`config.mk`:
```
export PLATFORM = sky130hd
export DESIGN_NAME = ex2_result_fifo
export DESIGN_NICKNAME = d
export VERILOG_FILES = /design/src/rtl/ex2_pkg.sv /design/src/rtl/ex2_sync_fifo.sv /design/src/rtl/ex2_result_fifo.sv
export SDC_FILE = /design/constraint.sdc
export NUM_CORES = 1
export LEC_CHECK = 0
export CAP_MARGIN = 20
export CORE_ASPECT_RATIO = 1.75
export CORE_MARGIN = 10
export CORE_UTILIZATION = 50
export CTS_BUF_LIST = sky130_fd_sc_hd__clkbuf_8
export DETAILED_ROUTE_END_ITERATION = 12
export HOLD_SLACK_MARGIN = 0.08
export PLACE_DENSITY_LB_ADDON = 0.05
export SYNTH_ARGS = -nofsm -noshare
export SYNTH_HDL_FRONTEND = slang
export SYNTH_SLANG_ARGS = --single-unit
```
`constraint.sdc`:
```
create_clock -name clk -period 3.7 [get_ports clk]
set_input_delay 0.74 -clock clk [delete_from_list [all_inputs] [get_ports clk]]
set_output_delay 0.74 -clock clk [all_outputs]
set_load 0.02 [all_outputs]
```
`src/rtl/ex2_pkg.sv`:
```
// Shared defaults, result entry layout and sizing helper for the ex2 result path.
package ex2_pkg;

    localparam int unsigned DEF_WIDTH = 32;
    localparam int unsigned DEF_DEPTH = 4;
    localparam int unsigned DEF_CNT_W = 16;

    // One buffered result: payload plus end-of-burst marker.
    typedef struct packed {
        logic                 last;
        logic [DEF_WIDTH-1:0] data;
    } result_entry_t;

    // Occupancy counter width able to represent 0..depth inclusive.
    function automatic int unsigned lvl_w(input int unsigned depth);
        return $clog2(depth) + 1;
    endfunction

endpackage

```
`src/rtl/ex2_sync_fifo.sv`:
```
// Generic circular-buffer FIFO with push/pop, occupancy and head presentation.
// Head data reads as zero while empty; a push into a full buffer is only
// accepted when a pop frees the head slot in the same cycle.
module ex2_sync_fifo
    import ex2_pkg::*;
#(
    parameter int unsigned DATA_W = DEF_WIDTH + 1,
    parameter int unsigned DEPTH  = DEF_DEPTH
) (
    input  logic                      clk,
    input  logic                      rst,
    input  logic                      i_push,
    input  logic [DATA_W-1:0]         i_data,
    input  logic                      i_pop,
    output logic                      o_valid_c,
    output logic                      o_full_c,
    output logic [DATA_W-1:0]         o_head_c,
    output logic [lvl_w(DEPTH)-1:0]   o_level
);

    localparam int unsigned LVL_W = lvl_w(DEPTH);
    localparam int unsigned PTR_W = $clog2(DEPTH);

    logic [DATA_W-1:0] r_mem [DEPTH];
    logic [PTR_W-1:0]  r_wr_ptr;
    logic [PTR_W-1:0]  r_rd_ptr;
    logic [LVL_W-1:0]  r_level;

    logic              w_valid;
    logic              w_full;
    logic              w_pop;
    logic              w_push;

    // Occupancy decode and handshake qualification.
    always_comb begin
        w_valid = (r_level != '0);
        w_full  = (r_level == LVL_W'(DEPTH));
        w_pop   = i_pop & w_valid;
        w_push  = i_push & (~w_full | w_pop);
    end

    // Storage array; written only on an accepted push.
    always_ff @(posedge clk or negedge rst) begin
        if (!rst) begin
            for (int i = 0; i < int'(DEPTH); i++) begin
                r_mem[i] <= '0;
            end
        end else if (w_push) begin
            r_mem[r_wr_ptr] <= i_data;
        end
    end

    // Pointers wrap naturally since DEPTH is a power of two.
    always_ff @(posedge clk or negedge rst) begin
        if (!rst) begin
            r_wr_ptr <= '0;
            r_rd_ptr <= '0;
        end else begin
            if (w_push) begin
                r_wr_ptr <= r_wr_ptr + PTR_W'(1);
            end
            if (w_pop) begin
                r_rd_ptr <= r_rd_ptr + PTR_W'(1);
            end
        end
    end

    // Level moves only when exactly one of push/pop happens.
    always_ff @(posedge clk or negedge rst) begin
        if (!rst) begin
            r_level <= '0;
        end else begin
            case ({w_push, w_pop})
                2'b10:   r_level <= r_level + LVL_W'(1);
                2'b01:   r_level <= r_level - LVL_W'(1);
                default: r_level <= r_level;
            endcase
        end
    end

    assign o_valid_c = w_valid;
    assign o_full_c  = w_full;
    assign o_head_c  = w_valid ? r_mem[r_rd_ptr] : '0;
    assign o_level   = r_level;

endmodule

```
`src/rtl/ex2_result_fifo.sv`:
```
// Downstream stage of the a*b+c stream unit: tags the final result of each
// contiguous burst, buffers results for a valid/ready consumer and counts
// results lost to overflow (the upstream stream cannot be stalled).
module ex2_result_fifo
    import ex2_pkg::*;
#(
    parameter int unsigned WIDTH = DEF_WIDTH,
    parameter int unsigned DEPTH = DEF_DEPTH,
    parameter int unsigned CNT_W = DEF_CNT_W
) (
    input  logic                    clk,
    input  logic                    rst,
    input  logic                    in_valid,
    input  logic [WIDTH-1:0]        in_data,
    input  logic                    out_ready,
    output logic                    out_valid,
    output logic [WIDTH-1:0]        out_data,
    output logic                    out_last,
    output logic [lvl_w(DEPTH)-1:0] level,
    output logic [CNT_W-1:0]        drop_cnt,
    output logic                    overflow
);

    localparam int unsigned LVL_W   = lvl_w(DEPTH);
    localparam int unsigned ENTRY_W = WIDTH + 1;

    // Same layout as result_entry_t, sized by this instance's WIDTH.
    typedef struct packed {
        logic             last;
        logic [WIDTH-1:0] data;
    } entry_t;

    logic             r_hold_full;
    logic [WIDTH-1:0] r_hold_data;
    logic [CNT_W-1:0] r_drop_cnt;
    logic             r_overflow;

    entry_t           w_push_entry;
    entry_t           w_head;
    logic             w_valid;
    logic             w_full;
    logic             w_pop;
    logic             w_drop;
    logic [LVL_W-1:0] w_level;

    // Held sample is the last of its burst when no new sample follows it.
    always_comb begin
        w_push_entry.last = ~in_valid;
        w_push_entry.data = r_hold_data;
        w_pop             = w_valid & out_ready;
        w_drop            = r_hold_full & w_full & ~w_pop;
    end

    // One-deep hold stage: delays each sample a cycle so its last bit is known.
    always_ff @(posedge clk or negedge rst) begin
        if (!rst) begin
            r_hold_full <= 1'b0;
            r_hold_data <= '0;
        end else begin
            r_hold_full <= in_valid;
            if (in_valid) begin
                r_hold_data <= in_data;
            end
        end
    end

    // Saturating drop counter and sticky overflow flag.
    always_ff @(posedge clk or negedge rst) begin
        if (!rst) begin
            r_drop_cnt <= '0;
            r_overflow <= 1'b0;
        end else if (w_drop) begin
            r_overflow <= 1'b1;
            if (r_drop_cnt != '1) begin
                r_drop_cnt <= r_drop_cnt + CNT_W'(1);
            end
        end
    end

    ex2_sync_fifo #(
        .DATA_W (ENTRY_W),
        .DEPTH  (DEPTH)
    ) u_fifo (
        .clk       (clk),
        .rst       (rst),
        .i_push    (r_hold_full),
        .i_data    (w_push_entry),
        .i_pop     (out_ready),
        .o_valid_c (w_valid),
        .o_full_c  (w_full),
        .o_head_c  (w_head),
        .o_level   (w_level)
    );

    assign out_valid = w_valid;
    assign out_data  = w_head.data;
    assign out_last  = w_head.last;
    assign level     = w_level;
    assign drop_cnt  = r_drop_cnt;
    assign overflow  = r_overflow;

endmodule

```
==> reports/summary.txt, run 1 <==
Clock Skew: 0.0118 ns
Status: completed
Core area: 16400 um2
Worst reg-to-reg setup slack: 1.15 ns
R2R cell count: 8
Post-Synthesis Cells: 547
Worst VDD drop: 0.000508 V
Final Critical Period: 3.28 ns
Post-DRT Antenna Nets: 0
DR vias/cell: 5.52
CP max stage delay: 0.82 ns
DRT Pass-1 Iters: 5
Critical path arrival: 2.54 ns
Cell variety after synth: 36
WL final: 17.3 mm
Finished Core Util: 0.605
Setup CP Type: reg2out
Die Y-Extent: 191 um
Initial Util: 0.508
Max_cap viols: 0
Worst-path clk slew: 0.09 ns
Area taken by multi-input logic gates: 3450 um2
Hold Crit Class: in2async
Synth Register Bits: 189
CTS Buf Count: 17
PortBufs: 89
Post-synth EDFFs: 0
Die area: 22500 um2
Yosys warning total: 0
Crit-path cells: or3_2 > and2_1 > clkdlybuf4s50_1
Number of global-route vias before repair: 5386
Commonest cells in the netlist: 189 x dfrtp_1, 162 x mux2_2, 34 x and2_1
Max layer used: met4
Final Setup Violations: 0
Final setup margin: 0.417 ns
Place WS: 0.464 ns
CP Max Fanout: 35
Final #Nets: 677
# fillers: 1351
Sink Count: 189
Drt initial violations: 157
Clock tree buffer depth: 2
Bufs and invs on worst path: 1
Grt total ovfl: 0
DPL Wire Length: 10.8 mm
Met3 WL post-DR: 607 um
Worst Setup Start Kind: flip-flop
Routability cong.: 0.793
CP max-delay cell: or3_2
Cell Area, Synth: 8360 um2
Sequential area share after synthesis: 0.566
M1 WL: 7.19 mm
Placed cell count: 839
Tcrit/Tclk final: 0.887
Syn Nets: 590
CTS tree: built
Critical Path RT: 2.96 ns
RSZ-0062 raised after global routing: false
Ant diodes: 0
Area Growth Syn to Fin: 19.0%
Storage element area: 4730 um2
WHS: 0.329 ns
Delay-heaviest family, CP: simple AND/OR/NAND/NOR gates
Proportion of layout cells with a drive suffix above 1: 0.378
Leakage Power: 4.21 nW
Largest net degree at the start of global routing: 92
Met2 WL: 9.16 mm
Relative slew slack: 0.318
Clk root buf: clkbuf_8
# IOs: 90
Post CTS Setup Buffer Count: 0
Routed len/inst: 19.8 um
First-pass GRT wire length: 28.6 mm
Hold buffers post-CTS: 0
Slew Limit Fails: 0
Syn avg cell area: 15.3 um2
Most numerous cell in the Yosys netlist: dfrtp_1
R2R Path Start: u_fifo.o_level[0]
Post-cts gate resize count: 0
Critical R2R Capture: u_fifo.o_level[2]
Fin Setup TNS: 0 ns
Synth area leaders: dfrtp_1 57%, mux2_2 22%, mux4_2 8.9%
Yosys top cell area share: 0.566
Area leader, netlist: dfrtp_1
Crit. End Element: output port
Initial antenna violation count: 0
Layout Cells excl Fill: 870
Hold Fails Final Rpt: 0
Pwr per Cell Area: 896 nW/um2
Site Rows: 62
CTS H-tree lvls: 4
Die W: 118 um
Vias: 4802
Drc violations: 0
Clk_lat worst skew: 0.46 ns
Dominant synthesized flop cell: dfrtp_1
Global-route usage over all layers: 0.159
Async S/R FF share, synth: 1.00
Fmax: 305 MHz
Least-Margin Pin Slew: 1.02 ns
power by group:
part	switching [W]	internal (W)	total, W
Clock	0.000676	0.000746	0.00142
Combinational	0.00172	0.00238	0.00410
Sequential	0.000491	0.00290	0.00339
flip-flops by register name, summed over array words and instances (netlist names):
signal           count
r_hold_data         32
drop_cnt            16
u_fifo.r_mem       132
r_hold_full          1
u_fifo.r_rd_ptr      2
overflow             1
u_fifo.o_level       3
u_fifo.r_wr_ptr      2
worst register-to-register path, delay by kind of cell (launching register included):
family / cells / cell delay [ns]
adder cells (fa/ha/maj): 2 / 0.39
AND/OR/NAND/NOR: 3 / 1.22
flip-flops: 1 / 0.45
buffers and inverters: 1 / 0.08
XOR/XNOR: 2 / 0.28
cell type report:
| class | count | share of cell area |
|---|---|---|
| Clock buffer | 22 | 0.0304 |
| Clock inverter | 9 | 0.0119 |
| Inverter | 7 | 0.00264 |
| Multi-Input combinational cell | 321 | 0.347 |
| Sequential cell | 189 | 0.476 |
| Tap cell | 224 | 0.0282 |
| Timing Repair Buffer | 98 | 0.104 |
cell usage in the layout (no fill, tap or decap), drive strengths merged, types with 2 or more instances in the layout:
master	count
clkdlybuf4s50	87
clkinv	2
nor3	5
mux4	33
and2	34
clkbuf	23
nand2	15
bufinv	3
inv	10
and4	3
nor4	7
o21ai	4
xnor2	4
mux2i	2
nor2	4
mux2	163
buf	10
dfrtp	189
a21oi	2
ha	6
nand4	7
nand3	8
xor2	14
metrics by stage:
| step | instance area, um2 | total power, W |
|---|---|---|
| after floorplan | 8360 | 0.00603 |
| final | 9950 | 0.00892 |
| after global placement | 9530 | 0.00746 |
| after detailed placement | 9530 | 0.00763 |
| after global routing | 9950 | 0.00947 |
| after CTS | 9950 | 0.00908 |
kinds of logic (layout without fill, tap and decap cells):
kind of cell,Yosys count,after routing,share of synthesized area
multiplexers,198,198,0.311
flip-flops,189,189,0.566
AND/OR/NAND/NOR,90,90,0.0666
buffers and inverters,37,136,0.0207
XOR/XNOR,18,18,0.0189
AO/OA/AOI/OAI,8,8,0.00554
adder cells (fa/ha/maj),7,7,0.0114
per-layer routing:
metal | GRT usage | up-vias
li1 | - | 2149
met1 | 0.187 | 2522
met2 | 0.279 | 104
met3 | 0.0352 | 27
met4 | 0.0621 | 0
met5 | 0 | -
worst max-delay path by stage:
stage | start | to | cells after the start
3_5_place_dp | out_ready | u_fifo.o_level[2] | 9
6_report | u_fifo.o_level[0] | out_data[13] | 3
2_1_floorplan | out_ready | u_fifo.o_level[2] | 9
5_1_grt | u_fifo.r_rd_ptr[0] | out_data[13] | 4
3_3_place_gp | out_ready | u_fifo.o_level[2] | 9
4_1_cts | u_fifo.o_level[0] | out_data[13] | 3
No activity file was read; power rests on OpenSTA's default activity.
==> inputs of run 2 (changes only) <==
- ABC_AREA: not set -> 1
- CTS_CLUSTER_SIZE: not set -> 30
==> reports/summary.txt, run 2 <==
Worst-path clk slew: 0.10 ns
Pwr per Cell Area: 867 nW/um2
Core area: 17500 um2
Max_cap viols: 0
Drc violations: 0
Max reg flops: 132
Die area: 23600 um2
PortBufs: 89
Total Power: 0.00886 W
Bufs and invs on worst path: 3
Syn avg cell area: 8.76 um2
Clock tree buffer depth: 2
Delay-heaviest family, CP: buffers and inverters
Cell variety after synth: 30
DR vias/cell: 5.15
Stages on worst setup path: 5
Least-Margin Pin Slew: 0.752 ns
# IOs: 90
CTS Buf Count: 17
Crit. End Element: output port
Critical Path RT: 2.96 ns
Site Rows: 64
Area leader, netlist: dfrtp_1
Post-Synthesis Cells: 1010
DPL Wire Length: 13.5 mm
First-pass GRT wire length: 34.6 mm
RSZ-0062 raised after global routing: false
CP max-delay cell: clkdlybuf4s50_1
CTS H-tree lvls: 4
# fillers: 1673
DRT Pass-1 Iters: 5
Post-synth EDFFs: 0
Syn Nets: 1053
Sequential area share after synthesis: 0.535
Final #Nets: 1117
Die W: 121 um
CP max stage delay: 0.65 ns
Final instance area: 10200 um2
Number of global-route vias before repair: 6976
Routed len/inst: 15.7 um
Crit-path cells: inv_2 > buf_12 > o21ai_0 > a21oi_1 > clkdlybuf4s50_1
Status: completed
Worst Setup Start Kind: flip-flop
Grt total ovfl: 0
Async S/R FF share, synth: 1.00
Worst VDD drop: 0.000600 V
Initial antenna violation count: 0
Die Y-Extent: 196 um
Slew Limit Fails: 0
Proportion of layout cells with a drive suffix above 1: 0.0654
Synth Register Bits: 189
Sink Count: 189
Cell Area, Synth: 8850 um2
Post-place instance area: 9820 um2
Most common cell after layout, fill and taps aside: nand2_1
Fin Setup TNS: 0 ns
Placed cell count: 1286
R2R cell count: 11
Clk root buf: clkbuf_8
Hold Fails Final Rpt: 0
Largest net degree at the start of global routing: 81
Initial Util: 0.507
Final Critical Period: 3.47 ns
Post-DRT Antenna Nets: 0
Yosys warning total: 0
Yosys top cell area share: 0.535
CTS tree: built
Final Setup Violations: 0
Most numerous cell in the Yosys netlist: nand2_1
Clk_lat worst skew: 0.47 ns
Hold Crit Class: in2async
Area Growth Syn to Fin: 15.4%
Clock Skew: 0.0101 ns
Ant diodes: 0
Vias: 6783
Routability cong.: 0.798
Leakage Power: 4.38 nW
Critical path arrival: 2.73 ns
Synth area leaders: dfrtp_1 53%, nand2_1 9.7%, o21ai_0 7.1%
WL final: 20.7 mm
Commonest cells in the netlist: 229 x nand2_1, 189 x dfrtp_1, 125 x o21ai_0
Setup CP Type: reg2out
Drt initial violations: 270
Dominant synthesized flop cell: dfrtp_1
Relative slew slack: 0.499
CP Max Fanout: 36
Reg with most FFs: u_fifo.r_mem
Tcrit/Tclk final: 0.937
Global-route usage over all layers: 0.181
Layout Cells excl Fill: 1317
Hold buffers post-CTS: 0
Fmax: 288 MHz
Most frequent cells in the layout: 229 x nand2_1, 187 x dfrtp_1, 125 x o21ai_0
==> run 2: logic make-up (layout without fill, tap and decap cells) <==
group,Yosys count,after routing,share of synthesized area
buffers and inverters,184,260,0.0977
adder cells (fa/ha/maj),7,7,0.0107
AO/OA/AOI/OAI,341,341,0.216
AND/OR/NAND/NOR,279,279,0.132
XOR/XNOR,10,10,0.00990
flip-flops,189,189,0.535
==> run 2: repair_timing <==
| item | in CTS | in global routing |
|---|---|---|
| hold endpoints to repair | 0 | 0 |
| gates resized for setup | 1 | 0 |
| setup endpoints to repair | 4 | 0 |
| buffers inserted | 0 | 0 |
==> run 2: path summary, 6_finish.rpt <==
check | start | to | slack, ns
max | u_fifo.r_rd_ptr[0] | out_data[23] | 0.23
min | rst | u_fifo.r_mem[40] | 0.29
max reg2reg | u_fifo.o_level[2] | u_fifo.o_level[2] | 1.17
min reg2reg | overflow | overflow | 0.47
max in group asynchronous | rst | u_fifo.r_mem[129] | 2.58
min in group clk | overflow | overflow | 0.47
==> run 2: metrics by stage <==
step                 util  setup WS, ns  hold WS [ns]
detailed placement  0.562         0.519         0.458
global placement    0.562         0.564         0.446
finish              0.585         0.231         0.293
global route        0.585        0.0134         0.321
floorplan               -          1.49         0.444
CTS                 0.585         0.146         0.299
==> run 2: power breakdown <==
part	internal (W)	switching, W
sequential	0.00287	0.000432
clock	0.000674	0.000721
combinational	0.00177	0.00239
==> run 2: layout make-up <==
cell class	count	area, um2	share of cell area
clock buffer	18	248	0.0243
clock inverter	13	150	0.0147
inverter	123	462	0.0452
multi-input combinational	637	3250	0.319
sequential	189	4730	0.463
tap	231	289	0.0283
timing repair buffer	106	1080	0.106
==> run 2: layer usage <==
metal | vias to the layer above | wire (um) | track usage
met5 | - | 0 | 0
met4 | 0 | 309 | 0.0597
met3 | 21 | 632 | 0.0391
met2 | 96 | 10700 | 0.317
met1 | 3289 | 9020 | 0.214
li1 | 3377 | - | -
